**config.mk**
```make
export PLATFORM = sky130hd
export DESIGN_NAME = enc_16x4_seq
export DESIGN_NICKNAME = d
export VERILOG_FILES = /design/src/rtl/enc_dec_pkg.sv /design/src/rtl/pri_enc_16.sv /design/src/rtl/enc_16x4_seq.sv
export SDC_FILE = /design/constraint.sdc
export NUM_CORES = 1
export LEC_CHECK = 0
export BUFFER_PORTS_ARGS = -buffer_cell sky130_fd_sc_hd__buf_2
export CORE_MARGIN = 2
export CORE_UTILIZATION = 35
export CTS_CLUSTER_DIAMETER = 120
export CTS_CLUSTER_SIZE = 20
export DETAILED_ROUTE_END_ITERATION = 6
export HOLD_SLACK_MARGIN = 0.1
export PLACE_DENSITY = 0.63
export SYNTH_ARGS = -nofsm -noshare
export SYNTH_HDL_FRONTEND = slang
export SYNTH_HIERARCHICAL = 1
export SYNTH_SLANG_ARGS = --single-unit
export TNS_END_PERCENT = 100
```
**constraint.sdc**
```tcl
create_clock -name clk -period 4 [get_ports clk]
set_input_delay 0.4 -clock clk [delete_from_list [all_inputs] [get_ports clk]]
set_output_delay 0.4 -clock clk [all_outputs]
set_load 0.1 [all_outputs]
```
**src/rtl/enc_dec_pkg.sv**
```systemverilog
// Shared constants, state encoding and popcount helper for the 16-line encoder/decoder family.
// Combinational definitions only; no latency or flow control of its own.
package enc_dec_pkg;

  localparam int N_IN   = 16;
  localparam int CODE_W = 4;

  typedef enum logic {
    ST_IDLE = 1'b0,
    ST_EMIT = 1'b1
  } state_e;

  function automatic logic [CODE_W:0] popcount16(input logic [N_IN-1:0] v);
    logic [CODE_W:0] n;
    n = '0;
    for (int i = 0; i < N_IN; i++) begin
      n = n + {{CODE_W{1'b0}}, v[i]};
    end
    return n;
  endfunction

endpackage

```
**src/rtl/pri_enc_16.sv**
```systemverilog
// Combinational 16-to-4 priority encoder, lowest-first (dir_i=0) or highest-first (dir_i=1).
// Zero latency, no flow control; mask_o is the one-hot of code_o, all-zero when nothing is set.
module pri_enc_16
  import enc_dec_pkg::*;
(
  input  logic [N_IN-1:0]   vec_i,
  input  logic              dir_i,
  output logic [CODE_W-1:0] code_o,
  output logic [N_IN-1:0]   mask_o,
  output logic              any_o
);

  // The last matching index in scan order wins, so each loop walks away from the preferred end.
  always_comb begin
    code_o = '0;
    if (dir_i) begin
      for (int i = 0; i < N_IN; i++) begin
        if (vec_i[i]) code_o = CODE_W'(i);
      end
    end else begin
      for (int i = N_IN - 1; i >= 0; i--) begin
        if (vec_i[i]) code_o = CODE_W'(i);
      end
    end
  end

  assign any_o = |vec_i;

  always_comb begin
    mask_o         = '0;
    mask_o[code_o] = any_o;
  end

endmodule

```
**src/rtl/enc_16x4_seq.sv**
```systemverilog
// Sequential 16-to-4 encoder: accepts a multi-hot word, emits one code per beat, first code 1 cycle after accept.
// Codes hold stable under code_ready backpressure; req_ready is low for the whole burst plus no same-cycle re-accept.
module enc_16x4_seq
  import enc_dec_pkg::*;
#(
  parameter bit MSB_FIRST = 1'b0
) (
  input  logic              clk,
  input  logic              rst_n,
  input  logic              req_valid,
  output logic              req_ready,
  input  logic [N_IN-1:0]   req,
  output logic              code_valid,
  input  logic              code_ready,
  output logic [CODE_W-1:0] code,
  output logic              code_last,
  output logic [CODE_W:0]   count,
  output logic              zero_err,
  output logic              busy
);

  state_e            state_q, state_d;
  logic [N_IN-1:0]   pending_q, pending_d;
  logic [CODE_W:0]   count_q, count_d;
  logic              zero_q, zero_d;

  logic [CODE_W-1:0] nxt_code;
  logic [N_IN-1:0]   nxt_mask;
  logic              nxt_any;
  logic              nxt_last;

  // The encoder only ever sees the pending register, so code has no path from req.
  pri_enc_16 u_pri_enc (
    .vec_i  (pending_q),
    .dir_i  (MSB_FIRST),
    .code_o (nxt_code),
    .mask_o (nxt_mask),
    .any_o  (nxt_any)
  );

  assign nxt_last = nxt_any & ~|(pending_q & ~nxt_mask);

  always_comb begin
    state_d   = state_q;
    pending_d = pending_q;
    count_d   = count_q;
    zero_d    = 1'b0;
    case (state_q)
      ST_IDLE: begin
        if (req_valid) begin
          pending_d = req;
          count_d   = popcount16(req);
          zero_d    = ~|req;
          if (|req) state_d = ST_EMIT;
        end
      end
      ST_EMIT: begin
        if (code_ready) begin
          pending_d = pending_q & ~nxt_mask;
          if (nxt_last) state_d = ST_IDLE;
        end
      end
      default: state_d = ST_IDLE;
    endcase
  end

  always_ff @(posedge clk) begin
    if (!rst_n) begin
      state_q   <= ST_IDLE;
      pending_q <= '0;
      count_q   <= '0;
      zero_q    <= 1'b0;
    end else begin
      state_q   <= state_d;
      pending_q <= pending_d;
      count_q   <= count_d;
      zero_q    <= zero_d;
    end
  end

  assign req_ready  = (state_q == ST_IDLE);
  assign code_valid = (state_q == ST_EMIT);
  assign busy       = (state_q == ST_EMIT);
  assign code       = nxt_code;
  assign code_last  = nxt_last;
  assign count      = count_q;
  assign zero_err   = zero_q;

endmodule
```
# ---- Yosys cells after proc, flatten, opt, wreduce, memory -nomap -nowiden
# Index checks and enable logic that the tools add are counted.
dict set report totals {
  word_cells 65
  input_bits 20
  out_inout_bits 14
  ff_bits 23
}
dict set report classes {
  n_eq_ne 2
  add_sub_neg 15
  n_reduce_logical 9
  order_cmp 2
  n_mux 26
  bitwise_logic 7
}
# operator n
set ops {}
lappend ops {{$mux 4} 16}
lappend ops {{$add 5x1->5} 11}
lappend ops {{$reduce_or 16->1} 3}
lappend ops {{$and 16x16->16} 2}
lappend ops {{$mux 16} 2}
lappend ops {{$pmux 16 s2} 1}
lappend ops {{$not 16->16} 1}
lappend ops {{$add 4x1->5} 1}
lappend ops {{$lt 4x5->1 const B} 1}
lappend ops {{$mux 1} 5}
lappend ops {{$add 3x1->4} 1}
lappend ops {{$demux 1 s4} 1}
lappend ops {{$ge 4x1->1 const B} 1}
lappend ops {{$ne 2x2->1 const B} 2}
lappend ops {{$reduce_and 2->1} 2}
lappend ops {{$add 2x1->3} 1}
lappend ops {{$not 1->1} 3}
lappend ops {{$reduce_or 3->1} 1}
lappend ops {{$add 1x1->2} 1}
lappend ops {{$logic_not 1->1} 2}
lappend ops {{$pmux 1 s2} 1}
lappend ops {{$and 1x1->1} 1}
lappend ops {{$logic_and 1x1->1} 1}

# ---- Logic depth before layout (Yosys ltp)
dict set report depth {
  ltp_word 29
  mapped_depth 13
  depth_no_buf 13
}

# ---- Hierarchy
# The synthesis kept the hierarchy.
# mod cells_per_inst area_per_inst_um2 n_inst
set modules_own_cells {}
lappend modules_own_cells {enc_16x4_seq 193 1572.8 1}
lappend modules_own_cells {pri_enc_16 88 519.2 1}

# ---- Worst setup path before layout
# OpenSTA, ideal clock, no wires.
dict set report synth_path {
  path_type {flip-flop to output port}
  start {reg pending_q[13]}
  end {out code_last}
  stages_incl_launch_ff 10
  n_path_buf 0
  t_arrival_ns 3.531
  setup_slack_ns 0.069
  path_cell_list {dfxtp_1 or4_4 o221ai_2 a32oi_2 nand2_1 and3_1 nand2b_1 o2111ai_1 nor4_2 and2_1}
}
dict set report synth_via {
  elab_chain_len 24
  word_cells_on_any_way 26
  classes_between {order compare: 2; mux: 16; bitwise: 4; reduce/logical: 4}
}
# item line
set synth_lines {}
lappend synth_lines {{from (decl)} enc_16x4_seq.sv:23} ;# logic [N_IN-1:0] pending_q, pending_d;
lappend synth_lines {{from (signal assigned)} enc_16x4_seq.sv:75} ;# pending_q <= pending_d;
lappend synth_lines {{$mux 4 * (14 in series)} pri_enc_16.sv:22} ;# if (vec_i[i]) code_o = CODE_W'(i);
lappend synth_lines {{via code[1]} enc_16x4_seq.sv:15} ;# output logic [CODE_W-1:0] code,
lappend synth_lines {{$lt 4x5->1 (not written as such) / $ge 4x1->1 (equally long branches)} pri_enc_16.sv:31} ;# mask_o[code_o] = any_o;
lappend synth_lines {{$logic_and 1x1->1 (not written as such)} pri_enc_16.sv:31}
lappend synth_lines {{$mux 1 (not written as such)} pri_enc_16.sv:31}
lappend synth_lines {{$demux 1 s4 *} pri_enc_16.sv:31}
lappend synth_lines {{$and 16x16->16 (no line) *} --}
lappend synth_lines {{via nxt_mask[11]} enc_16x4_seq.sv:28} ;# logic [N_IN-1:0] nxt_mask;
lappend synth_lines {{$not 16->16 *} enc_16x4_seq.sv:41} ;# assign nxt_last = nxt_any & ~|(pending_q & ~nxt_mask);
lappend synth_lines {{$and 16x16->16 *} enc_16x4_seq.sv:41}
lappend synth_lines {{$reduce_or 16->1 *} enc_16x4_seq.sv:41}
lappend synth_lines {{$logic_not 1->1 *} enc_16x4_seq.sv:41}
lappend synth_lines {{$and 1x1->1 *} enc_16x4_seq.sv:41}
lappend synth_lines {{to (decl)} enc_16x4_seq.sv:16} ;# output logic code_last,
# Mark *: on every way through the listed nets, which the timed path passes. The rest lies on a longest branch.

# ---- Worst setup path after layout
dict set report layout_path {
  start {reg pending_q[12]}
  end {out code_last}
}
dict set report layout_via {
  elab_chain_len 23
  word_cells_on_any_way 25
  classes_between {order compare: 2; mux: 15; bitwise: 4; reduce/logical: 4}
}
# item line
set layout_lines {}
lappend layout_lines {{$mux 4 (13 in series)} pri_enc_16.sv:22}
lappend layout_lines {{$lt 4x5->1 (not written as such) / $ge 4x1->1 (equally long branches)} pri_enc_16.sv:31}
lappend layout_lines {{$logic_and 1x1->1 (not written as such)} pri_enc_16.sv:31}
lappend layout_lines {{$mux 1 (not written as such)} pri_enc_16.sv:31}
lappend layout_lines {{$demux 1 s4} pri_enc_16.sv:31}
lappend layout_lines {{$and 16x16->16 (no line) *} --}
lappend layout_lines {{via nxt_mask[0]} enc_16x4_seq.sv:28}
lappend layout_lines {{$not 16->16 *} enc_16x4_seq.sv:41}
lappend layout_lines {{$and 16x16->16 *} enc_16x4_seq.sv:41}
lappend layout_lines {{$reduce_or 16->1 *} enc_16x4_seq.sv:41}
lappend layout_lines {{$logic_not 1->1 *} enc_16x4_seq.sv:41}
lappend layout_lines {{$and 1x1->1 *} enc_16x4_seq.sv:41}
# Marked as above.

==> summary.md <==
| Metric | Value |
|---|---|
| Run status | finished, final reports clean |
| Vias in the first global route | 1,830 |
| Most frequent cells in the layout | inv_1 (37), a21oi_1 (34), buf_2 (33) |
| EDFF count, synth | 0 |
| Fmax | 268.3 MHz |
| Hold buffer count at CTS | 0 |
| Crit share post-route | 0.9320 |
| Synthesis Warnings | 6 |
| Vias per cell | 5.240 |
| Resized cells post-CTS | 0 |
| Total chip power | 0.001042 W |
| Setup slack, reg-to-reg | 1.25 ns |
| Die X-Extent | 81.31 um |
| Latest clock arrival within the worst-skew pair | 0.27 ns |
| Total clock buffers created by CTS | 3 |
| Maxcap violations | 0 |
| WHS | 0.3968 ns |
| Clock transition at path regs | 0.09 ns |
| Worst Path Arrival | 3.33 ns |
| Setup tns final | 0 ns |
| Vias | 2,028 |
| Largest cells by area after synthesis | dfxtp_1 (22%), fa_1 (9.6%), a21oi_1 (8.1%) |
| Syn_area_per_cell | 7.445 um^2 |
| H-tree Lvls | 1 |
| Yosys top cell area share | 0.2201 |
| Post-CTS Setup Repair Bufs | 0 |
| Most common cell after layout, fill and taps aside | inv_1 |
| CP Launch Type | flop |
| Power Density | 445.6 nW/um^2 |
| Die ar. | 6611 um^2 |
| Crit path from | pending_q[12] |
| Root Buffer Master | clkbuf_8 |
| Tot GR Track Use | 0.1754 |
| GPL Wtd Cong | 0.9197 |
| Final Setup Violations | 0 |
| Worst R2R Start | pending_q[12] |
| Unrepaired setup endpoints after global routing | no |
| Row cnt | 28 |
| Final #Nets | 349 |
| R2R cell count | 10 |
| CTS tree | yes |
| DRT iter0 DRCs | 185 |
| Req. time, crit path | 3.60 ns |
| Syn Inst Count | 281 |
| 1st-pass router iterations | 4 |
| Setup crit end kind | output port |
| Post-route antenna net violation count | 0 |
| Initial antenna violation count | 0 |
| Final Skew | 0.01265 ns |
| Core area | 5851 um^2 |
| Mapped Area | 2092 um^2 |
| Routed len/inst | 14.38 um |
| Normalized max-slew margin | 0.5065 |
| Max-slew violations | 0 |
| Final Critical Period | 3.728 ns |
| Sequential element share of the synthesized area | 0.2201 |
| Crit path to | code_last |
| Yosys cell types | 55 |
| Largest net degree at the start of global routing | 27 |
| Hpwl dp | 4400 um |
| Ant diodes | 0 |
| Port buffer count | 33 |
| Global-route wire length before repair | 8990 um |
| Sink Count | 23 |
| Routed WL | 5565 um |
| Area leader, netlist | dfxtp_1 |
| Die H | 81.31 um |
| # DRC | 0 |
| Synth async-reset ratio | 0 |
| Synth Flop Type | dfxtp_1 |
| Leak | 1.023 nW |
| Register bit total from synthesis | 23 |
| Hold Path Class | input pin to flop |
| Share of cells above drive strength 1 | 0.1795 |
| Reg-to-Reg End | busy |
| Remaining Overflow, GRT | 0 |
| Max FO, Critical Path | 9 |
| Layout area overhead | 11.72% |
| Initial Utilization | 0.3576 |
| VDD IR max | 0.0003141 V |
| Ports | 34 |
| Clk buf depth | 2 |
| Worst Tran Pin Value | 0.7341 ns |
| Crit Path Category | flop to output port |
| Final Hold Fails | 0 |
-- through the flow --
stage	utilization	setup slack, ns	cell area (um^2)	cells
after floorplan	-	0.06944	2115	287
after global placement	0.3916	0.3389	2291	383
after detailed placement	0.3916	0.2480	2291	383
after CTS	0.3995	0.2866	2337	387
after global routing	0.3995	0.06104	2337	387
final	0.3995	0.2722	2337	387
-- kinds of logic (layout without fill, tap and decap cells) --
logic type | after synthesis | after routing | share of synthesized area
AND/OR/NAND/NOR | 103 | 103 | 0.2745
other | 1 | 7 | 0.001793
buffers and inverters | 52 | 77 | 0.1130
flip-flops | 23 | 23 | 0.2201
AO/OA/AOI/OAI | 85 | 85 | 0.2548
XOR/XNOR | 1 | 1 | 0.004187
adder cells (fa/ha/maj) | 16 | 16 | 0.1316
-- cell usage after synthesis, types with 2 or more instances --
cell type  instances
and3_1             4
inv_2              2
buf_6              4
nor2_1            27
nand3_1           12
nor4_1             3
o21ai_0           18
inv_1             37
a31oi_1            2
nand2b_1          11
nor4_2             5
buf_2              5
or3_1              2
dfxtp_1           23
ha_1               6
nand4_1            2
nor3_1             2
nor2b_1            4
a21oi_1           34
a21o_1             2
o21ai_1            6
o2111ai_1          4
and2b_1            2
a211oi_1           5
fa_1              10
clkbuf_1           2
nand2_1           19
-- final cells by class --
class,instances,area (um^2)
fillers,603,3513
multi-input cells,212,1418
flip-flops and latches,23,460.4
repair buffers,34,172.7
inverters,39,146.4
well taps,75,93.84
clock buffers,3,41.29
clock inverters,1,5.005
-- flip-flops by register name (all words and copies together) (netlist names) --
register	cells
busy	1
count	5
pending_q	16
zero_err	1
-- power breakdown --
part / internal (W) / switching (W) / total [W]
combinational: 0.000184 / 0.000428 / 0.000612
clock: 0.0000694 / 0.0000735 / 0.000143
sequential: 0.000253 / 0.0000338 / 0.000286
total: 0.000506 / 0.000536 / 0.00104
-- critical path, stage by stage (launching register included) --
cell and delay [ns]:
dfxtp_1 0.49, and2b_1 0.22, o31ai_1 0.22, a21oi_1 0.10
and4b_1 0.48, inv_2 0.16, nor2_1 0.18, nand2b_1 0.13
o2111ai_1 0.13, nor4_2 0.38, and2_1 0.17, buf_2 0.42
-- worst min path at each step --
stage	start	to	slack, ns	cells after the start
6_report	rst_n	count[3]	0.40	3
2_1_floorplan	pending_q[3]	pending_q[3]	0.51	2
3_3_place_gp	count[0]	count[0]	0.44	2
5_1_grt	rst_n	count[3]	0.40	3
3_5_place_dp	count[2]	count[2]	0.44	2
4_1_cts	rst_n	zero_err	0.40	3
-- routing by layer --
| metal | global-route usage | up-vias | routed length [um] |
|---|---|---|---|
| met5 | 0 | - | 0 |
| met4 | 0.03729 | 0 | 23 |
| met3 | 0.01667 | 2 | 244 |
| met2 | 0.2705 | 58 | 2557 |
| met1 | 0.2634 | 946 | 2741 |
| li1 | - | 1022 | - |
(Power assumes the default switching activity.)
